[config.mk]
export PLATFORM = sky130hd
export DESIGN_NAME = uart_rx_fifo
export DESIGN_NICKNAME = d
export VERILOG_FILES = /design/src/rtl/chipset_pkg.sv /design/src/rtl/rx_fifo_ram.sv /design/src/rtl/uart_rx_fifo.sv
export SDC_FILE = /design/constraint.sdc
export NUM_CORES = 1
export LEC_CHECK = 0
export ABC_AREA = 0
export CORE_MARGIN = 1.5
export CORE_UTILIZATION = 55
export CTS_CLUSTER_SIZE = 30
export DETAILED_ROUTE_END_ITERATION = 10
export DONT_BUFFER_PORTS = 1
export GPL_TIMING_DRIVEN = 0
export HOLD_SLACK_MARGIN = 0.02
export PLACE_DENSITY = 0.79
export SLEW_MARGIN = 10
export SYNTH_ARGS = -nofsm -noshare
export SYNTH_HDL_FRONTEND = slang
export SYNTH_SLANG_ARGS = --single-unit
[constraint.sdc]
create_clock -name clk -period 4.3 [get_ports clk]
set_input_delay 0.86 -clock clk [delete_from_list [all_inputs] [get_ports clk]]
set_output_delay 0.86 -clock clk [all_outputs]
set_load 0.1 [all_outputs]
[src/rtl/chipset_pkg.sv]
// Chipset-wide constants shared by the UART receive path and the CPU port decode.
// Pure definitions: no logic, no latency, no flow control.
package chipset_pkg;

    localparam int UART_FIFO_AW = 4;

    localparam int ST_AVAIL = 7;
    localparam int ST_FULL  = 6;
    localparam int ST_OVF   = 5;

    localparam logic [3:0] UART_DATA_ADDR = 4'h8;

endpackage

[src/rtl/rx_fifo_ram.sv]
// Byte storage for the UART receive FIFO: synchronous write, asynchronous read.
// Write lands on the clock edge; the read port follows raddr combinationally; no backpressure.
module rx_fifo_ram #(
    parameter int AW = 4
) (
    input  logic          clk,
    input  logic          we,
    input  logic [AW-1:0] waddr,
    input  logic [7:0]    wdata,
    input  logic [AW-1:0] raddr,
    output logic [7:0]    rdata
);

    logic [7:0] mem [2**AW];

    // No reset on storage so it can map onto distributed RAM.
    always_ff @(posedge clk) begin
        if (we) begin
            mem[waddr] <= wdata;
        end
    end

    assign rdata = mem[raddr];

endmodule

[src/rtl/uart_rx_fifo.sv]
// Receive FIFO between the UART byte strobe and the CPU data port; head byte is first-word-fall-through.
// Pushed byte visible one cycle after the strobe edge; when full, new bytes are dropped and overflow is latched.
module uart_rx_fifo
    import chipset_pkg::*;
#(
    parameter int AW = UART_FIFO_AW
) (
    input  logic        clk,
    input  logic        reset,
    input  logic [7:0]  rx_data,
    input  logic        rx_ready,
    input  logic        rd,
    input  logic        clr_ovf,
    output logic [7:0]  dout,
    output logic        empty,
    output logic        full,
    output logic        overflow,
    output logic [AW:0] count,
    output logic [7:0]  status
);

    localparam int CW    = AW + 1;
    localparam int DEPTH = 2**AW;

    logic [AW-1:0] wr_ptr;
    logic [AW-1:0] rd_ptr;
    logic          rdy_q;
    logic          rd_q;
    logic          push_req;
    logic          pop_req;
    logic          push_ok;
    logic          pop_ok;
    logic [CW-1:0] count_nxt;
    logic [7:0]    ram_rdata;
    logic [3:0]    status_cnt;

    // Pop on the falling edge of rd so dout holds steady for the whole CPU read.
    assign push_req = rx_ready & ~rdy_q;
    assign pop_req  = rd_q & ~rd;
    assign pop_ok   = pop_req & ~empty;
    assign push_ok  = push_req & (~full | pop_ok);

    always_comb begin
        count_nxt = count;
        case ({push_ok, pop_ok})
            2'b10:   count_nxt = count + CW'(1);
            2'b01:   count_nxt = count - CW'(1);
            default: count_nxt = count;
        endcase
    end

    always_ff @(posedge clk or negedge reset) begin
        if (!reset) begin
            wr_ptr   <= '0;
            rd_ptr   <= '0;
            rdy_q    <= 1'b0;
            rd_q     <= 1'b0;
            count    <= '0;
            empty    <= 1'b1;
            full     <= 1'b0;
            overflow <= 1'b0;
        end else begin
            rdy_q <= rx_ready;
            rd_q  <= rd;
            if (push_ok) begin
                wr_ptr <= wr_ptr + AW'(1);
            end
            if (pop_ok) begin
                rd_ptr <= rd_ptr + AW'(1);
            end
            count <= count_nxt;
            empty <= (count_nxt == '0);
            full  <= (count_nxt == CW'(DEPTH));
            // A drop wins over a coincident clear so the lost byte is never hidden.
            if (push_req && full && !pop_req) begin
                overflow <= 1'b1;
            end else if (clr_ovf) begin
                overflow <= 1'b0;
            end
        end
    end

    rx_fifo_ram #(
        .AW(AW)
    ) u_ram (
        .clk   (clk),
        .we    (push_ok),
        .waddr (wr_ptr),
        .wdata (rx_data),
        .raddr (rd_ptr),
        .rdata (ram_rdata)
    );

    assign dout = empty ? 8'h00 : ram_rdata;

    // Status nibble saturates: a full 16-entry FIFO reads as F, not 0.
    always_comb begin
        status_cnt = 4'(count);
        if (32'(count) > 32'd15) begin
            status_cnt = 4'hF;
        end
        status           = 8'h00;
        status[ST_AVAIL] = ~empty;
        status[ST_FULL]  = full;
        status[ST_OVF]   = overflow;
        status[3:0]      = status_cnt;
    end

endmodule
# Yosys cells after proc, flatten, opt, wreduce, memory -nomap -nowiden
# Memories as Yosys holds them, arrays and structs flattened.
# Index checks and enable logic that the tools add are counted.
[totals]
inputBits = 13
out_inout_bits = 24
ram_bits = 128
reg_bits = 18
elab_cells = 38
mem_count = 1
[classes]
reduce_logical = 5
addsub = 4
order_cmp = 1
n_eq_ne = 3
bitwise_logic = 9
n_mux = 7
[mem_list]
columns = ["memory", "depth", "width", "rd", "rd_clocked_by_memory_dff", "wr", "line_no", "text"]
rows = [
  ["u_ram.mem", 16, 8, 1, 0, 1, "rx_fifo_ram.sv:14", "logic [7:0] mem [2**AW];"],
]
[ops]
columns = ["op", "count"]
rows = [
  ["one-hot mux 5 bit (2 select lines)", 1],
  ["adder 4 x 1 -> 4 bit, second input constant", 2],
  ["2-to-1 mux 8 bit", 1],
  ["adder 5 x 1 -> 5 bit, second input constant", 1],
  ["equality test 5 bit, second input constant", 1],
  ["greater-than comparator 5 x 4 -> 1 bit, second input constant", 1],
  ["zero test 5 bit", 1],
  ["subtractor 5 x 1 -> 5 bit, second input constant", 1],
  ["AND 1 bit", 4],
  ["2-to-1 mux 1 bit", 4],
  ["2-to-1 mux 4 bit", 1],
  ["NOT 1 bit", 4],
  ["equality test 2 x 1 -> 1 bit, second input constant", 1],
  ["equality test 2 bit, second input constant", 1],
  ["logical AND 1 bit", 2],
  ["nonzero test 2 bit", 1],
  ["zero test 1 bit", 1],
  ["OR 1 bit", 1],
]

# Logic depth before layout (Yosys ltp)
[depth]
ltp_word = 8
depth_mapped = 14
ltp_nobuf = 12

# Modules after synthesis
# From an unflattened synthesis, not the netlist that was laid out.
[hier_totals]
hier_cells = 317
hier_area_um2 = 6055.8
[by_module_without_submodules]
columns = ["mod", "seq_area_each_um2", "area_each_um2", "n_inst", "cells_per_inst"]
rows = [
  ["rx_fifo_ram", 3843.7, 4987.3, 1, 221],
  ["uart_rx_fifo", 451.7, 1068.5, 1, 96],
]

# Worst setup path after synthesis
# No wires, ideal clock.
[synth_timing]
path_kind = "input-to-reg"
start = "input port rd"
end = "register full"
n_path_buf = 2
required_ns = 4.212
setup_ns = 0.088
stages = 14
arrival_ns = 3.362
path_slack_ns = 0.850
path_cell_list = "nand2b_1 nor2_1 o21a_1 clkbuf_1 inv_1 ha_1 clkbuf_1 xor2_1 ha_1 a21oi_1 xnor2_1 nor4bb_1 a21oi_1 nor3b_1"
[synth_via]
elab_chain_cells = 8
word_cells_on_any_way = 9
classes_between = "3 x eq/ne; 1 x mux; 5 x bitwise"
[synth_lines]
columns = ["item", "line_no", "text"]
rows = [
  ["from (decl)", "uart_rx_fifo.sv:12", "input logic rd,"],
  ["NOT 1 bit *", "uart_rx_fifo.sv:39", "assign pop_req = rd_q & ~rd;"],
  ["AND 1 bit *", "uart_rx_fifo.sv:39", ""],
  ["AND 1 bit *", "uart_rx_fifo.sv:40", "assign pop_ok = pop_req & ~empty;"],
  ["via pop_ok", "uart_rx_fifo.sv:32", "logic pop_ok;"],
  ["OR 1 bit", "uart_rx_fifo.sv:41", "assign push_ok = push_req & (~full | pop_ok);"],
  ["AND 1 bit", "uart_rx_fifo.sv:41", ""],
  ["equality test 2 x 1 -> 1 bit or equality test 2 bit (tied branches)", "uart_rx_fifo.sv:45", "case ({push_ok, pop_ok})"],
  ["one-hot mux 5 bit (2 select lines) *", "uart_rx_fifo.sv:45", ""],
  ["equality test 5 bit *", "uart_rx_fifo.sv:73", "full <= (count_nxt == CW'(DEPTH));"],
  ["to (signal assigned)", "uart_rx_fifo.sv:73", ""],
  ["to (decl)", "uart_rx_fifo.sv:16", "output logic full,"],
]
# The timed path passes the listed nets; every way through them passes the cells marked *.
# A chain may end at the register's enable or synchronous reset.

# Worst setup path in the final report
[layout_timing]
start = "register rd_ptr[2]"
end = "output port dout[5]"
[layout_via]
elab_chain_cells = 2
[layout_lines]
columns = ["item", "line_no", "text"]
rows = [
  ["from (decl)", "uart_rx_fifo.sv:26", "logic [AW-1:0] rd_ptr;"],
  ["from (signal assigned)", "uart_rx_fifo.sv:69", "rd_ptr <= rd_ptr + AW'(1);"],
  ["memory read (16 x 8 bit)", "n/a", ""],
  ["2-to-1 mux 8 bit", "uart_rx_fifo.sv:94", "assign dout = empty ? 8'h00 : ram_rdata;"],
  ["to (decl)", "uart_rx_fifo.sv:14", "output logic [7:0] dout,"],
]
# Every way passes these cells.

==> impl_metrics.csv <==
group,metric,value,unit
outcome,status,"finished clean",
timing,clock_skew,7.87,ps
hold_path,hold_path_class,"in -> async",
yosys,syn_avg_cell_area,19.6,um^2
routing,routedWlPerCell,23.9,um
cts,clk_pin_slew,60,ps
setup_path,slowest_stage,"buf_1",
setup_path,cpLargestDelayFamily,"multiplexers",
yosys,synth_flop_cell,"edfxtp_1",
finish,fin_cells,475,
yosys,synth-edff-count,128,
routing,drt_iter0_drc,233,
routing,vias,2845,
setup_path,cp_num_buf_inv,2,
setup_path,cpMostUsedCell,"mux4_2",
yosys,synth_top_area_frac,0.646,
finish,regArea,4300,um^2
yosys,synthArstFlopShare,0.123,
setup_path,critPathLaunchType,"register",
global_route,grt_overflow,0,
die,start_util,0.571,
placed_design,globalplace.congestion,0.805,
timing,slew_headroom,0.241,
routing,firstDrtPassIters,4,
cts,htree_levels,4,
placed_design,portBuffers,0,
yosys,ys_seq_elements,146,
cts,tritoncts,"yes",
die,row_count,37,
yosys,synth_top_cells_by_area,"edfxtp_1 65%, mux4_2 15%, dfrtp_1 7.2%",
placed_design,placedCellCount,442,
cts,clockBufferDepth,2,
routing,antenna_left,0,
yosys,synth_xor_area_frac,0.0177,
global_route,grt_max_degree,18,
timing,timing.fmax,0.247,GHz
cts,clock-sinks,146,
yosys,ys_seq_area_frac,0.722,
die,dieHeight,107,um
yosys,synth_compound_area_frac,0.0154,
timing,finalSetupTns,0,ps
setup_path,path_cells,"clkbuf_1 -> buf_1 -> mux4_2 -> mux4_2 -> and2_1",
finish,multiInputGateArea,1540,um^2
timing,fin_crit,4040,ps
yosys,synth_top_area_cell,"edfxtp_1",
timing,slew_viol_final,0,
routing,wl_met2,5800,um
yosys,synth_top_family_by_area,"multiplexers",
setup_path,critPathKind,"reg -> out",
timing,grt_setup_unrepaired,"false",
setup_path,crit_fanout,10,
finish,insertedDiodeCount,0,
routing,dr.max_layer_used,"met4",
timing,hold_violations,0,
timing,fin_ws,256,ps
timing,min_period_over_period,0.941,
cts,insertion_delay,520,ps
cts,cts-root-buf,"clkbuf_8",
finish,nets,347,
routing,via_per_inst,5.99,
yosys,syn_area,5950,um^2
global_route,antenna_found_initial,0,
cts,post_cts_buffers,0,
die,fp.dieW,107,um
routing,drcViolationCount,0,
yosys,yosysWarnings,0,
die,die-area,11400,um^2
finish,area_delta_synth_final,13.3,%
yosys,yosys.area_share.simple,0.0501,
routing,wl_met1,4540,um
routing,routed_wl,11400,um
setup_path,critPathCaptureType,"primary output",
die,core,10400,um^2
routing,wl_met3,776,um
yosys,synthesis.nets,325,
yosys,synthAdderAreaFrac,0.0168,
yosys,yosysMostFrequentCell,"edfxtp_1",
global_route,grt_pass1_vias,2996,
global_route,grt.total_usage,0.217,
yosys,synth_mux_area_frac,0.155,
timing,setup_violations,0,
finish,drive_gt1_frac,0.274,
cts,cts_made_buffers,17,
yosys,synth.distinct_cells,34,
setup_path,arrival,3180,ps
flow_run,max_cap_viol_count,0,
die,io_pins,37,
setup_path,cp.required,3440,ps
placed_design,hpwl,7260,um
yosys,synth_cells,304,
setup_path,critPathMaxStageDelay,540,ps
finish,fillers,663,
yosys,synthTopCellsByCount,"128 x edfxtp_1, 40 x mux4_2, 17 x dfrtp_1, 15 x nor2_1, 9 x nand2_1",
placed_design,dp_slack,400,ps
timing,worst_pin_slew,1140,ps
global_route,grt_first_pass_wirelength,17000,um
-- stage by stage --
| step | area (um^2) | util | hold slack (ps) |
|---|---|---|---|
| floorplan | 5950 | - | 564 |
| global placement | 6120 | 0.587 | 565 |
| detailed placement | 6150 | 0.591 | 565 |
| CTS | 6740 | 0.647 | 164 |
| global route | 6740 | 0.647 | 160 |
| finish | 6740 | 0.647 | 186 |
-- worst paths after layout --
path / start / endpoint / slack (ps) / depth (start not counted)
worst max-delay path: rd_ptr[2]$_DFFE_PN0P_ / dout[5] / 260 / 5
worst min-delay path: reset / empty$_DFF_PN1_ / 190 / 0
worst max register to register: empty$_DFF_PN1_ / full$_DFF_PN0_ / 750 / 13
worst min register to register: wr_ptr[1]$_DFFE_PN0P_ / wr_ptr[3]$_DFFE_PN0P_ / 620 / 2
max in group asynchronous: reset / rd_q$_DFF_PN0_ / 2950 / 1
min in group clk: rx_ready / rdy_q$_DFF_PN0_ / 370 / 0
-- cell families (layout without fill, tap and decap cells) --
logic type                 Yosys count  count (layout)
and+or+nand+nor                     56              56
AOI/OAI and AO/OA                   14              14
buffers and inverters               25              60
adders and majority gates            8               8
DFF                                146             146
xor gates and xnor gates            12              12
other                                1               1
muxes                               42              42
-- layout make-up --
class	instances	area share
well taps	136	0.0253
clock inverters	14	0.0230
plain buffers	18	0.0156
multi-input cells	133	0.229
inverters	7	0.00390
clock buffers	18	0.0620
flip-flops and latches	146	0.638
repair buffers	3	0.00371
-- registers in the layout (all words and copies together) (netlist names), 4 cells and up --
register and count:
count 5, rd_ptr 4, u_ram.mem 128, wr_ptr 4
-- routing by layer --
layer | global-route usage | vias to the layer above
met2 | 0.336 | 112
met5 | 0 | -
met3 | 0.0650 | 16
met4 | 0.108 | 0
li1 | - | 1241
met1 | 0.283 | 1476
-- placed cells by master, fill, tap and decap left out, types with 2 or more instances in the layout --
| master | instances |
|---|---|
| clkinv_4 | 3 |
| clkinvlp_4 | 5 |
| mux4_2 | 40 |
| bufinv_16 | 2 |
| clkbuf_16 | 16 |
| nand2b_1 | 4 |
| buf_4 | 6 |
| nand2_1 | 9 |
| a21oi_1 | 4 |
| buf_1 | 3 |
| nand4_1 | 2 |
| a31oi_1 | 2 |
| nor2b_1 | 4 |
| o21ai_0 | 3 |
| inv_6 | 3 |
| nor3_2 | 4 |
| buf_6 | 3 |
| mux2_2 | 2 |
| inv_1 | 7 |
| xnor2_1 | 7 |
| ha_1 | 8 |
| dfrtp_1 | 17 |
| or2_2 | 4 |
| and3b_1 | 2 |
| clkbuf_1 | 9 |
| nor2_1 | 15 |
| edfxtp_1 | 128 |
| xor2_1 | 5 |
| and2_1 | 8 |
-- what timing repair did --
| item | CTS | global route |
|---|---|---|
| resized for setup | 0 | 0 |
| setup endpoints to repair | 0 | 0 |
| endpoints found under the hold margin | 17 | 0 |
| hold buffers | 1 | 0 |
Power is not shown: default switching activity piles up to over one toggle a cycle in this logic, so the estimate is an artifact.
==> RTL edit: new RTL, same settings <==
`UART_FIFO_AW`: 4 -> 3.
--- a/src/rtl/chipset_pkg.sv
+++ b/src/rtl/chipset_pkg.sv
@@ -4,3 +4,3 @@
 
-    localparam int UART_FIFO_AW = 4;
+    localparam int UART_FIFO_AW = 3;
 
Ports: changed (resized count); port bits go from 37 to 36. No check against the original RTL was run, so the function may have changed too.
==> RTL edit against the unedited design <==
First-iteration DRC count fell by 43%; synthesized area fell by 44%; routed wire length fell by 51%; setup slack improved by 0.45 ns; die area fell by 43%; core utilization fell by 3.1 points; cell area fell by 46%; sequential cell count fell by 67; global-route usage fell by 2.8 points; largest cell class unchanged.
Power is left out: the tool's default activity adds up to more than one toggle a clock period on the data nets, which glitch-free logic cannot reach.
==> RTL edit: results (changes against the unedited design) <==
{| class="wikitable"
! Metric !! Value
|-
| Launching element of the worst setup path || rd_ptr[1] (was rd_ptr[2])
|-
| Syn Nets || 207 (was 325)
|-
| Reg clk slew, reported paths || 0.08 ns (was 0.06 ns)
|-
| Max H-tree Level || 3 (was 4)
|-
| Clock buffer count from CTS || 9 (was 17)
|-
| Final weighted congestion of routability-driven global placement || 0.684 (was 0.805)
|-
| Net total in the final layout || 218 (was 347)
|-
| Wire length of the first global-routing pass || 8170 um (was 17,000 um)
|-
| GRT Resource Usage Total || 0.188 (was 0.217)
|-
| Total Routed Length || 5560 um (was 11,400 um)
|-
| WL met1 || 2250 um (was 4540 um)
|-
| Via density per instance || 5.84 (was 5.99)
|-
| HPWL after detailed placement || 3680 um (was 7260 um)
|-
| Post-synthesis async set-or-reset flop share || 0.190 (was 0.123)
|-
| Initial detailed-routing violation count || 133 (was 233)
|-
| Top cell types by occurrence after synthesis || 64 x sky130_fd_sc_hd__edfxtp_1, 16 x sky130_fd_sc_hd__mux4_2, 15 x sky130_fd_sc_hd__nor2_1 (was 128 x sky130_fd_sc_hd__edfxtp_1, 40 x sky130_fd_sc_hd__mux4_2, 17 x sky130_fd_sc_hd__dfrtp_1)
|-
| Setup Skew || 0.0112 ns (was 0.00787 ns)
|-
| Result of the run || complete, no violations (unchanged)
|-
| Largest registers || u_ram.mem x64, count x4 (was u_ram.mem x128, count x5)
|-
| Bufs on Longest Clock Path || 2 (unchanged)
|-
| Worst slew pin tran || 1.11 ns (was 1.14 ns)
|-
| Vias in the first global route || 1,599 (was 2,996)
|-
| Postcts setup bufs || 0 (unchanged)
|-
| Sequential cell area fraction in the yosys report || 0.692 (was 0.722)
|-
| Number of enable-type register cells in the synthesized netlist || 64 (was 128)
|-
| Layout cell share with drive strength beyond 1 || 0.298 (was 0.274)
|-
| Largest net degree at the start of global routing || 16 (was 18)
|}
==> RTL edit: worst paths after layout <==
check,end,slack [ns],cells past startpoint
worst max-delay path,dout[6],0.71,5
worst min-delay path,wr_ptr[1],0.20,0
worst max register to register,empty,0.92,11
worst min register to register,wr_ptr[2],0.53,1
max in group asynchronous,empty,3.93,0
min in group clk,rd_q,0.53,0
==> RTL edit: metal layers <==
metal | global-route usage | vias up
met5 | 0 | -
met4 | 0.0914 | 0
met3 | 0.0568 | 7
met2 | 0.300 | 41
met1 | 0.236 | 858
li1 | - | 730
==> RTL edit: layout make-up <==
type | count | area, sq um | area share
flip-flops and latches | 79 | 2300 | 0.635
multi-input cells | 91 | 927 | 0.256
clock buffers | 10 | 128 | 0.0352
plain buffers | 14 | 95.1 | 0.0263
well taps | 75 | 93.8 | 0.0259
clock inverters | 6 | 61.3 | 0.0169
inverters | 5 | 18.8 | 0.00518
==> RTL edit: cell families after synthesis <==
kind of cell	synth area share
compound gates	0.0211
xor+xnor	0.0211
fa+ha+maj	0.0188
buf+inv	0.0343
flops	0.692
mux	0.141
other cells	0.00113
simple gates	0.0705
==> RTL edit: critical path, cell delays in order, from the launching register on <==
cell                       delay (ns)
sky130_fd_sc_hd__dfrtp_1         0.34
sky130_fd_sc_hd__buf_2           0.25
sky130_fd_sc_hd__clkbuf_1        0.53
sky130_fd_sc_hd__mux4_2          0.32
sky130_fd_sc_hd__mux2i_1         0.08
sky130_fd_sc_hd__nor2_2          0.85
==> RTL edit: through the flow <==
stage	setup WS [ns]	utilization	instances	hold WS (ns)	instance area, sq um
after floorplan	1.02	-	189	0.476	3320
final	0.707	0.615	280	0.197	3620
after global placement	0.573	0.580	264	0.491	3410
after CTS	0.660	0.615	280	0.181	3620
after detailed placement	0.915	0.583	264	0.526	3430
after global routing	0.610	0.615	280	0.180	3620
